$ cat src/rtl/fp16_pkg.sv
// Shared binary16 definitions for the FP16 adder datapath.
// Operand unpacking and the aligner stage-1 bundle live here.
package fp16_pkg;

    localparam int FP16_EXP_W  = 5;
    localparam int FP16_FRAC_W = 10;
    localparam int FP16_SIG_W  = 11;

    localparam logic [FP16_EXP_W-1:0] FP16_EXP_MAX = 5'd31;

    typedef struct packed {
        logic                  sign;
        logic [FP16_EXP_W-1:0] exp;
        logic [FP16_SIG_W-1:0] sig;
    } fp16_op_t;

    typedef struct packed {
        logic [FP16_SIG_W-1:0] big_sig;
        logic [FP16_SIG_W-1:0] small_sig;
        logic [FP16_EXP_W-1:0] exp;
        logic [FP16_EXP_W-1:0] shamt;
        logic                  sign;
        logic                  if_sub;
        logic                  special;
    } fp16_s1_t;

    // Denormals are flushed: a zero exponent yields a zero significand.
    function automatic fp16_op_t fp16_unpack(
        input logic [15:0] v,
        input logic        flip
    );
        fp16_op_t u;
        u.sign = v[15] ^ flip;
        u.exp  = v[FP16_FRAC_W +: FP16_EXP_W];
        if (u.exp == '0)
            u.sig = '0;
        else
            u.sig = {1'b1, v[FP16_FRAC_W-1:0]};
        return u;
    endfunction

endpackage

$ cat src/rtl/fp16_add_aligner_if.sv
// Valid/ready bundle between the operand source, the aligner
// and the significand adder.
interface fp16_add_aligner_if;
    import fp16_pkg::*;

    logic                  in_valid;
    logic                  in_ready;
    logic [15:0]           op_a;
    logic [15:0]           op_b;
    logic                  op_sub;

    logic                  out_valid;
    logic                  out_ready;
    logic                  sign;
    logic                  if_sub;
    logic [FP16_EXP_W-1:0] exponent;
    logic [FP16_SIG_W-1:0] mant_big;
    logic [FP16_SIG_W-1:0] mant_small;
    logic                  special;

    modport master (
        output in_valid, op_a, op_b, op_sub, out_ready,
        input  in_ready, out_valid, sign, if_sub,
        input  exponent, mant_big, mant_small, special
    );

    modport slave (
        input  in_valid, op_a, op_b, op_sub, out_ready,
        output in_ready, out_valid, sign, if_sub,
        output exponent, mant_big, mant_small, special
    );

endinterface

$ cat src/rtl/cla_nbit.sv
// Parameterised carry-lookahead adder; every carry is formed
// directly from generate/propagate terms.
module cla_nbit #(
    parameter int n = 4
) (
    input  logic [n-1:0] a,
    input  logic [n-1:0] b,
    input  logic         cin,
    output logic [n-1:0] sum,
    output logic         cout
);

    logic [n-1:0] g;
    logic [n-1:0] p;
    logic [n:0]   c;

    assign g = a & b;
    assign p = a ^ b;

    always_comb begin
        logic term;
        logic pall;
        c    = '0;
        c[0] = cin;
        for (int i = 0; i < n; i++) begin
            pall = cin;
            for (int k = 0; k <= i; k++)
                pall = pall & p[k];
            c[i+1] = pall;
            for (int j = 0; j <= i; j++) begin
                term = g[j];
                for (int k = j + 1; k <= i; k++)
                    term = term & p[k];
                c[i+1] = c[i+1] | term;
            end
        end
    end

    assign sum  = p ^ c[n-1:0];
    assign cout = c[n];

endmodule

$ cat src/rtl/fp16_add_aligner.sv
// Two-stage FP16 pre-addition aligner: order operands by magnitude,
// then shift the smaller significand to the common exponent.
module fp16_add_aligner
    import fp16_pkg::*;
(
    input  logic               clk,
    input  logic               rst_n,
    fp16_add_aligner_if.slave  bus
);

    fp16_op_t              ua;
    fp16_op_t              ub;
    logic [FP16_EXP_W-1:0] diff;
    logic                  no_borrow;
    logic                  exp_eq;
    logic                  a_big;
    fp16_s1_t              s1_next;
    fp16_s1_t              s1;
    logic                  s1_valid;
    logic                  s2_valid;
    logic                  s1_load;
    logic                  s2_load;
    logic                  rdy;
    logic                  take;

    logic [FP16_SIG_W-1:0] al_small;
    logic                  al_sign;

    logic                  r_sign;
    logic                  r_if_sub;
    logic [FP16_EXP_W-1:0] r_exp;
    logic [FP16_SIG_W-1:0] r_big;
    logic [FP16_SIG_W-1:0] r_small;
    logic                  r_special;

    assign ua = fp16_unpack(bus.op_a, 1'b0);
    assign ub = fp16_unpack(bus.op_b, bus.op_sub);

    // exp_a - exp_b; carry-out high means no borrow (exp_a >= exp_b).
    cla_nbit #(.n(FP16_EXP_W)) u_ediff (
        .a    (ua.exp),
        .b    (~ub.exp),
        .cin  (1'b1),
        .sum  (diff),
        .cout (no_borrow)
    );

    assign exp_eq = (diff == '0);
    assign a_big  = (no_borrow && !exp_eq) ||
                    (exp_eq && (ua.sig >= ub.sig));

    always_comb begin
        s1_next         = '0;
        s1_next.if_sub  = ua.sign ^ ub.sign;
        s1_next.special = (ua.exp == FP16_EXP_MAX) ||
                          (ub.exp == FP16_EXP_MAX);
        if (no_borrow)
            s1_next.shamt = diff;
        else
            s1_next.shamt = ~diff + 5'd1;
        if (a_big) begin
            s1_next.big_sig   = ua.sig;
            s1_next.small_sig = ub.sig;
            s1_next.exp       = ua.exp;
            s1_next.sign      = ua.sign;
        end else begin
            s1_next.big_sig   = ub.sig;
            s1_next.small_sig = ua.sig;
            s1_next.exp       = ub.exp;
            s1_next.sign      = ub.sign;
        end
    end

    assign s2_load = !s2_valid || bus.out_ready;
    assign s1_load = !s1_valid || s2_load;
    assign bus.in_ready = rdy && s1_load;
    assign take = bus.in_valid && rdy && s1_load;

    always_ff @(posedge clk or negedge rst_n) begin
        if (!rst_n)
            rdy <= 1'b0;
        else
            rdy <= 1'b1;
    end

    always_ff @(posedge clk or negedge rst_n) begin
        if (!rst_n) begin
            s1_valid <= 1'b0;
            s1       <= '0;
        end else if (s1_load) begin
            s1_valid <= take;
            if (take)
                s1 <= s1_next;
        end
    end

    // Equal magnitudes under subtraction give +0; when both operands
    // are zero this also reduces to sign_a & sign_b_eff.
    always_comb begin
        al_small = '0;
        al_sign  = s1.sign;
        if (s1.shamt < 5'(FP16_SIG_W))
            al_small = s1.small_sig >> s1.shamt;
        if (s1.if_sub && (s1.shamt == '0) &&
            (s1.big_sig == s1.small_sig))
            al_sign = 1'b0;
    end

    always_ff @(posedge clk or negedge rst_n) begin
        if (!rst_n) begin
            s2_valid  <= 1'b0;
            r_sign    <= 1'b0;
            r_if_sub  <= 1'b0;
            r_exp     <= '0;
            r_big     <= '0;
            r_small   <= '0;
            r_special <= 1'b0;
        end else if (s2_load) begin
            s2_valid <= s1_valid;
            if (s1_valid) begin
                r_special <= s1.special;
                if (s1.special) begin
                    r_sign   <= 1'b0;
                    r_if_sub <= 1'b0;
                    r_exp    <= '0;
                    r_big    <= '0;
                    r_small  <= '0;
                end else begin
                    r_sign   <= al_sign;
                    r_if_sub <= s1.if_sub;
                    r_exp    <= s1.exp;
                    r_big    <= s1.big_sig;
                    r_small  <= al_small;
                end
            end
        end
    end

    assign bus.out_valid  = s2_valid;
    assign bus.sign       = r_sign;
    assign bus.if_sub     = r_if_sub;
    assign bus.exponent   = r_exp;
    assign bus.mant_big   = r_big;
    assign bus.mant_small = r_small;
    assign bus.special    = r_special;

endmodule

$ cat src/flat_wrapper.sv
// flat-port wrapper written by rule: the top's interface ports become plain ports
module fp16_add_aligner_flat import fp16_pkg::*;
  (clk, rst_n, bus_in_valid, bus_op_a, bus_op_b, bus_op_sub, bus_out_ready, bus_in_ready, bus_out_valid, bus_sign, bus_if_sub, bus_exponent, bus_mant_big, bus_mant_small, bus_special);
  fp16_add_aligner_if bus_i ();
  input  logic clk;
  input  logic rst_n;
  input wire logic [$bits(bus_i.in_valid)-1:0] bus_in_valid;
  input wire logic [$bits(bus_i.op_a)-1:0] bus_op_a;
  input wire logic [$bits(bus_i.op_b)-1:0] bus_op_b;
  input wire logic [$bits(bus_i.op_sub)-1:0] bus_op_sub;
  input wire logic [$bits(bus_i.out_ready)-1:0] bus_out_ready;
  output wire logic [$bits(bus_i.in_ready)-1:0] bus_in_ready;
  output wire logic [$bits(bus_i.out_valid)-1:0] bus_out_valid;
  output wire logic [$bits(bus_i.sign)-1:0] bus_sign;
  output wire logic [$bits(bus_i.if_sub)-1:0] bus_if_sub;
  output wire logic [$bits(bus_i.exponent)-1:0] bus_exponent;
  output wire logic [$bits(bus_i.mant_big)-1:0] bus_mant_big;
  output wire logic [$bits(bus_i.mant_small)-1:0] bus_mant_small;
  output wire logic [$bits(bus_i.special)-1:0] bus_special;
  assign bus_i.in_valid = bus_in_valid;
  assign bus_i.op_a = bus_op_a;
  assign bus_i.op_b = bus_op_b;
  assign bus_i.op_sub = bus_op_sub;
  assign bus_i.out_ready = bus_out_ready;
  assign bus_in_ready = bus_i.in_ready;
  assign bus_out_valid = bus_i.out_valid;
  assign bus_sign = bus_i.sign;
  assign bus_if_sub = bus_i.if_sub;
  assign bus_exponent = bus_i.exponent;
  assign bus_mant_big = bus_i.mant_big;
  assign bus_mant_small = bus_i.mant_small;
  assign bus_special = bus_i.special;
  fp16_add_aligner u_core (.clk(clk), .rst_n(rst_n), .bus(bus_i));
endmodule
$ cat config.mk
export PLATFORM = sky130hd
export DESIGN_NAME = fp16_add_aligner_flat
export DESIGN_NICKNAME = d
export VERILOG_FILES = /design/src/rtl/fp16_pkg.sv /design/src/rtl/fp16_add_aligner_if.sv /design/src/rtl/cla_nbit.sv /design/src/rtl/fp16_add_aligner.sv /design/src/flat_wrapper.sv
export SDC_FILE = /design/constraint.sdc
export NUM_CORES = 1
export LEC_CHECK = 0
export ABC_AREA = 1
export BUFFER_PORTS_ARGS = -buffer_cell sky130_fd_sc_hd__clkbuf_2
export CAP_MARGIN = 20
export CORE_ASPECT_RATIO = 0.9
export CORE_UTILIZATION = 62
export CTS_CLUSTER_DIAMETER = 50
export DETAILED_ROUTE_END_ITERATION = 12
export PLACE_DENSITY = 0.87
export SYNTH_ARGS = -nofsm -noshare
export SYNTH_HDL_FRONTEND = slang
export SYNTH_SLANG_ARGS = --single-unit
$ cat constraint.sdc
create_clock -name clk -period 3.95 [get_ports clk]
set_input_delay 0.395 -clock clk [delete_from_list [all_inputs] [get_ports clk]]
set_output_delay 0.395 -clock clk [all_outputs]
set_load 0.05 [all_outputs]
==> flow_summary.json, run 1 <==
{
  "drc": 0,
  "clockBufferDepth": 2,
  "worst_ep_arrival_time_ps": 3000,
  "maxCapViolCount": 0,
  "initial_core_util_pct": 64.7,
  "fin_cells": 709,
  "crit_path_start_kind": "input pin",
  "cts_post_setup_buffers_inserted": 0,
  "firstDrtPassIters": 5,
  "finalHoldViolations": 0,
  "drive_above_1_share_pct": 19.1,
  "grt_pass1_vias": 3524,
  "ir_drop_mv": 0.192,
  "rsz0062_at_grt": "no",
  "ys_types": 41,
  "final_core_util_pct": 72.4,
  "skew_ps": 5.05,
  "relSlewSlack_pct": 37.3,
  "crit_fanout": 29,
  "synth_edf_count": 0,
  "clkPwrFrac_pct": 21.3,
  "drt-initial-drc-count": 270,
  "routabilityCongestion": 0.938,
  "core-area_sq_um": 6660,
  "dp_cells": 692,
  "synth_nets": 612,
  "die_area_sq_um": 7280,
  "wl_um": 9920,
  "syn-cell-area_sq_um": 4310,
  "cts_sinks": 68,
  "synthXorXnorAreaFrac_pct": 2.03,
  "postCtsHoldBufs": 0,
  "fin_nets": 670,
  "worst_setup_path_end_kind": "flip-flop",
  "grt_use_total_pct": 28.9,
  "fp-row-count": 28,
  "slew_viol_final": 0,
  "ys_seq_area_share_pct": 39.5,
  "min_period_over_period_pct": 70.1,
  "clkTransAtPathRegs_ps": 70,
  "yosys.area_share.simple_pct": 32.4,
  "wire_per_inst_um": 14.0,
  "routed-via-count": 3927,
  "ioPinCount": 69,
  "async_flop_share_pct": 100,
  "ant_nets": 0,
  "area_growth_pct": 11.9,
  "crit_type": "in2reg",
  "status": "complete, no violations",
  "pwr-share-seq_pct": 39.1,
  "grt_max_degree": 44,
  "cts-buffers-inserted": 9,
  "grt-ovfl-total": 0,
  "internal-power_mw": 1.44,
  "power_mw": 2.58,
  "required_ps": 4180,
  "synth_compound_area_share_pct": 10.6,
  "dp_slack_ps": 889,
  "via_per_inst": 5.54,
  "cts_tree": "built",
  "postSynthCellCount": 556,
  "tightest_slew_ps": 940,
  "min_path_type": "in2async",
  "comb_power_share_pct": 39.7,
  "synth.mux.area_fraction_pct": 0.232,
  "tns_ps": 0,
  "fp.dieH_um": 81.1,
  "leakagePower_nw": 2.66,
  "insertion_delay_ps": 350,
  "place_hpwl_um": 7520,
  "synthAdderAreaFrac_pct": 5.52,
  "setup_viol": 0,
  "ctsResizeCount": 0,
  "die_x_um": 89.9,
  "fmax_mhz": 361,
  "synth_ff_type": "dfrtp_1",
  "r2r_start": "u_core.bus.out_valid",
  "synth_top_family_by_area": "simple AND/OR/NAND/NOR gates",
  "h-tree-depth": 3,
  "antenna_found_initial": 0,
  "root_buffer": "clkbuf_8",
  "power.density_nw_per_um2": 536,
  "avgSynthCellArea_sq_um": 7.75,
  "p_sw_share_pct": 44.2,
  "fin_crit_ps": 2770,
  "critPathLaunch": "bus_op_b[10]",
  "portBuffers": 68,
  "ys_ff_latch": 68,
  "yosys_warnings": 0,
  "switchingPower_mw": 1.14,
  "finalWorstSetupSlack_ps": 1180,
  "grt_first_pass_wirelength_um": 16600,
  "num_antenna_cells": 0,
  "rrSetupSlack_ps": 1670
}
## path summary, 6_finish.rpt
path | to | depth (start not counted)
worst max-delay path | u_core.s1[20] | 16
worst min register to register | u_core.bus.out_valid | 2
min in group clk | u_core.bus.out_valid | 4
worst min-delay path | u_core.bus.mant_small[6] | 1
max in group asynchronous | u_core.s1[14] | 2
worst max register to register | u_core.s1[15] | 8
## layer usage
layer | track usage (%) | up-vias | share of wire, %
li1 | - | 1937 | -
met1 | 40.1 | 1793 | 46
met2 | 47.8 | 182 | 46
met3 | 4.68 | 15 | 6.8
met4 | 7.90 | 0 | 1.3
met5 | 0 | - | 0
## flip-flops by register name (all words and copies together) (netlist names)
name,cells
u_core.rdy,1
u_core.bus.mant_small,11
u_core.s1_valid,1
u_core.bus.if_sub,1
u_core.bus.exponent,5
u_core.bus.out_valid,1
u_core.s1,35
u_core.bus.mant_big,11
u_core.bus.sign,1
u_core.bus.special,1
## placed cells by master, fill, tap and decap left out, types with 4 or more instances in the layout
master / n
nand2_1: 190
xor2_1: 5
inv_1: 60
o22ai_1: 4
o21ai_0: 29
nand3_2: 20
nand3_1: 52
clkbuf_8: 9
ha_1: 19
clkbuf_2: 68
a22o_1: 15
dfrtp_1: 68
xnor2_1: 5
nand4_1: 5
nor2_1: 21
a21oi_1: 8
## power by group through the flow
stage / Combinational (mW) / Sequential [mW] / Clock [mW]
floorplan: 0.513 / 1.28 / 0
global placement: 0.990 / 1.01 / 0
detailed placement: 1.01 / 1.02 / 0
CTS: 1.02 / 1.00 / 0.556
global route: 1.12 / 1.03 / 0.582
finish: 1.03 / 1.01 / 0.549
## cell usage after synthesis, types with 4 or more instances
library cell  instances  share of area [%]
a21oi_1               8               0.93
a22o_1               15                3.1
buf_4                 4               0.70
clkbuf_1             11               0.96
dfrtp_1              68                 40
ha_1                 19                5.5
inv_1                60                5.2
nand2_1             190                 17
nand3_1              52                6.0
nand3_2              20                4.6
nand4_1               5               0.73
nor2_1               21                1.8
o21ai_0              29                3.4
o22ai_1               4               0.58
xnor2_1               5                1.0
xor2_1                5                1.0
## area by class of cell
cell class              instances  area (sq um)
clock buffers                   9           124
clock inverters                 7          67.6
fillers                       520          1840
inverters                      62           233
multi-input cells             401          2190
flip-flops and latches         68          1700
well taps                      90           113
repair buffers                 72           390
## per-stage QoR
stage          instance area [sq um]  hold slack, ps
2_1_floorplan                   4310            99.4
3_3_place_gp                    4600             453
3_5_place_dp                    4600             465
4_1_cts                         4790             252
5_1_grt                         4820            62.9
6_report                        4820            26.2
## critical path, stage by stage
cell and delay [ps]:
clkbuf_2 110, inv_1 60, ha_1 370, o21ai_0 180, nand2_1 80, xor2_1 220, inv_1 100, nand2_1 70
nor2_1 40, ha_1 230, inv_1 100, nand3_4 360, nand2_4 400, nand2_1 110, nand3_1 100, nand2_1 70
## kinds of logic (layout without fill, tap and decap cells)
group	Yosys count	in the layout
mux	1	1
fa+ha+maj	19	19
buf+inv	87	150
flops	68	68
xor+xnor	10	10
compound gates	70	70
other cells	1	1
simple gates	300	300
Note: power is estimated with default switching activity, not from simulation.
==> inputs of run 2 (changes only) <==
--- a/config.mk
+++ b/config.mk
@@ -9,10 +9,10 @@
 export BUFFER_PORTS_ARGS = -buffer_cell sky130_fd_sc_hd__clkbuf_2
 export CAP_MARGIN = 20
 export CORE_ASPECT_RATIO = 0.9
-export CORE_UTILIZATION = 62
+export CORE_UTILIZATION = 57
 export CTS_CLUSTER_DIAMETER = 50
 export DETAILED_ROUTE_END_ITERATION = 12
-export PLACE_DENSITY = 0.87
+export PLACE_DENSITY = 0.81
 export SYNTH_ARGS = -nofsm -noshare
 export SYNTH_HDL_FRONTEND = slang
 export SYNTH_SLANG_ARGS = --single-unit
==> constraint.sdc (replaced) <==
create_clock -name clk -period 2.87 [get_ports clk]
set_input_delay 0.287 -clock clk [delete_from_list [all_inputs] [get_ports clk]]
set_output_delay 0.287 -clock clk [all_outputs]
set_load 0.05 [all_outputs]
==> run 2 against run 1 <==
Against the previous run: critical endpoint is now u_core.s1[26]; clock power up 24%; power grew 35%; count of clock-buffer cells in the layout is 4 higher; clock skew increased by 4.0 ps; largest power group unchanged.
==> flow_summary.json, run 2 (same netlist as run 1, synthesis figures left out) <==
{
  "status": "complete, no violations",
  "power.density_nw_per_um2": 718,
  "fmax_mhz": 400,
  "area_growth_pct": 12.5,
  "ant_nets": 0,
  "clockBufferDepth": 2,
  "hp-start": "bus_out_ready",
  "cts-buffers-inserted": 9,
  "regMostFlops": "u_core.s1",
  "core-area_sq_um": 7180,
  "crit_fanout": 28,
  "crit_path_top_delay_cell": "nand4_1",
  "dp_slack_ps": 27.7,
  "worst_setup_path_end_kind": "flip-flop",
  "maxCapViolCount": 0,
  "finalHoldViolations": 0,
  "drc": 0,
  "layout_common_cells": "nand2_1 (190), clkbuf_2 (68), dfrtp_1 (68)",
  "whs_ps": 216,
  "drive_above_1_share_pct": 19.0,
  "relSlewSlack_pct": 42.9,
  "fin_crit_ps": 2500,
  "grt_first_pass_wirelength_um": 16300,
  "leakagePower_nw": 2.68,
  "place_hpwl_um": 7380,
  "grt_use_total_pct": 26.2,
  "power_mw": 3.48,
  "wire_per_inst_um": 13.7,
  "tightest_slew_ps": 856,
  "r2r_start": "u_core.bus.out_valid",
  "fp-row-count": 29,
  "crit_path_start_kind": "input pin",
  "grt-ovfl-total": 0,
  "ioPinCount": 69,
  "routabilityCongestion": 0.901,
  "clkTransAtPathRegs_ps": 70,
  "critPathLaunch": "bus_op_a[11]",
  "crit_chain": "clkbuf_2, nor2_1, nand4_1, nand2_1, inv_1, ha_1, nand2_1, inv_1, nand2_1, nand2_1, a21oi_2, nand4_2, nand2_4, nand2_1, nand3_1, nand2_1",
  "slew_viol_final": 0,
  "root_buffer": "clkbuf_8",
  "routed-via-count": 3956,
  "min_period_over_period_pct": 87.1,
  "grt_max_degree": 44,
  "crit_buf_inv": 3,
  "required_ps": 3100,
  "initial_core_util_pct": 59.9,
  "die_x_um": 93.6,
  "drt-initial-drc-count": 216,
  "fp.dieH_um": 84.5,
  "grt_pass1_vias": 3499,
  "portBuffers": 68,
  "critPathTopFamily": "simple AND/OR/NAND/NOR gates",
  "finalWorstSetupSlack_ps": 370,
  "h-tree-depth": 3,
  "num_antenna_cells": 0,
  "min_path_type": "in2reg",
  "insertion_delay_ps": 350,
  "largest_reg_flops": 35,
  "final_common_cell": "nand2_1",
  "cts_sinks": 68,
  "via_per_inst": 5.53,
  "worst_ep_arrival_time_ps": 2730,
  "setup_viol": 0,
  "crit_type": "in2reg",
  "die_area_sq_um": 7910,
  "antenna_found_initial": 0,
  "fin_nets": 674,
  "rsz0062_at_grt": "no",
  "tns_ps": 0,
  "crit_top_cell": "nand2_1",
  "skew_ps": 9.02,
  "firstDrtPassIters": 4,
  "cpPeakStageDelay_ps": 420,
  "wl_um": 9790,
  "cts_tree": "built",
  "ir_drop_mv": 0.268
}
==> run 2: changes by cell type in the layout (fill, tap and decap cells not counted), sizes merged <==
cell,change
clkinvlp,-3
dlygate4sd3,+1
clkbuf,+4
clkinv,-1
buf,+3
bufinv,-1
==> run 2: power by group <==
part	internal (mW)	switching (mW)	total, mW
clock	0.353	0.327	0.680
combinational	0.415	0.998	1.41
sequential	1.18	0.204	1.39
==> run 2: final timing paths <==
check	end	slack, ps	depth (start not counted)
worst max-delay path	u_core.s1[26]	370	16
worst min-delay path	u_core.bus.out_valid	220	4
worst max register to register	u_core.bus.mant_small[2]	1070	6
worst min register to register	u_core.bus.sign	480	2
max in group asynchronous	u_core.s1[32]	1660	4
min in group asynchronous	u_core.bus.mant_small[5]	440	2
==> run 2: repair_timing <==
item	4_1_cts	5_1_grt
endpoints found under the hold margin	0	16
resized for setup	0	0
buffers inserted	0	0
hold buffers	0	1
==> run 2: metrics by stage <==
| step | instance area (sq um) | util [%] | std cells |
|---|---|---|---|
| 2_1_floorplan | 4310 | - | 556 |
| 3_3_place_gp | 4640 | 64.6 | 698 |
| 3_5_place_dp | 4640 | 64.6 | 698 |
| 4_1_cts | 4810 | 66.9 | 713 |
| 5_1_grt | 4840 | 67.4 | 715 |
| 6_report | 4840 | 67.4 | 715 |
==> run 2: layout make-up <==
class | instances | area, sq um
Fill cell | 639 | 2340
Multi-Input combinational cell | 401 | 2190
Sequential cell | 68 | 1700
Timing Repair Buffer | 76 | 435
Inverter | 62 | 233
Clock buffer | 13 | 159
Tap cell | 93 | 116
Clock inverter | 2 | 10.0
==> run 2: metal layers <==
metal / global-route usage (%) / wire length (um)
met5: 0 / 0
met4: 9.23 / 167
met3: 4.80 / 662
met2: 39.1 / 4350
met1: 38.2 / 4610
==> run 2: worst min-delay path, delay by kind of cell <==
family | cells | cell delay [ps]
buf+inv | 2 | 120
simple gates | 2 | 110
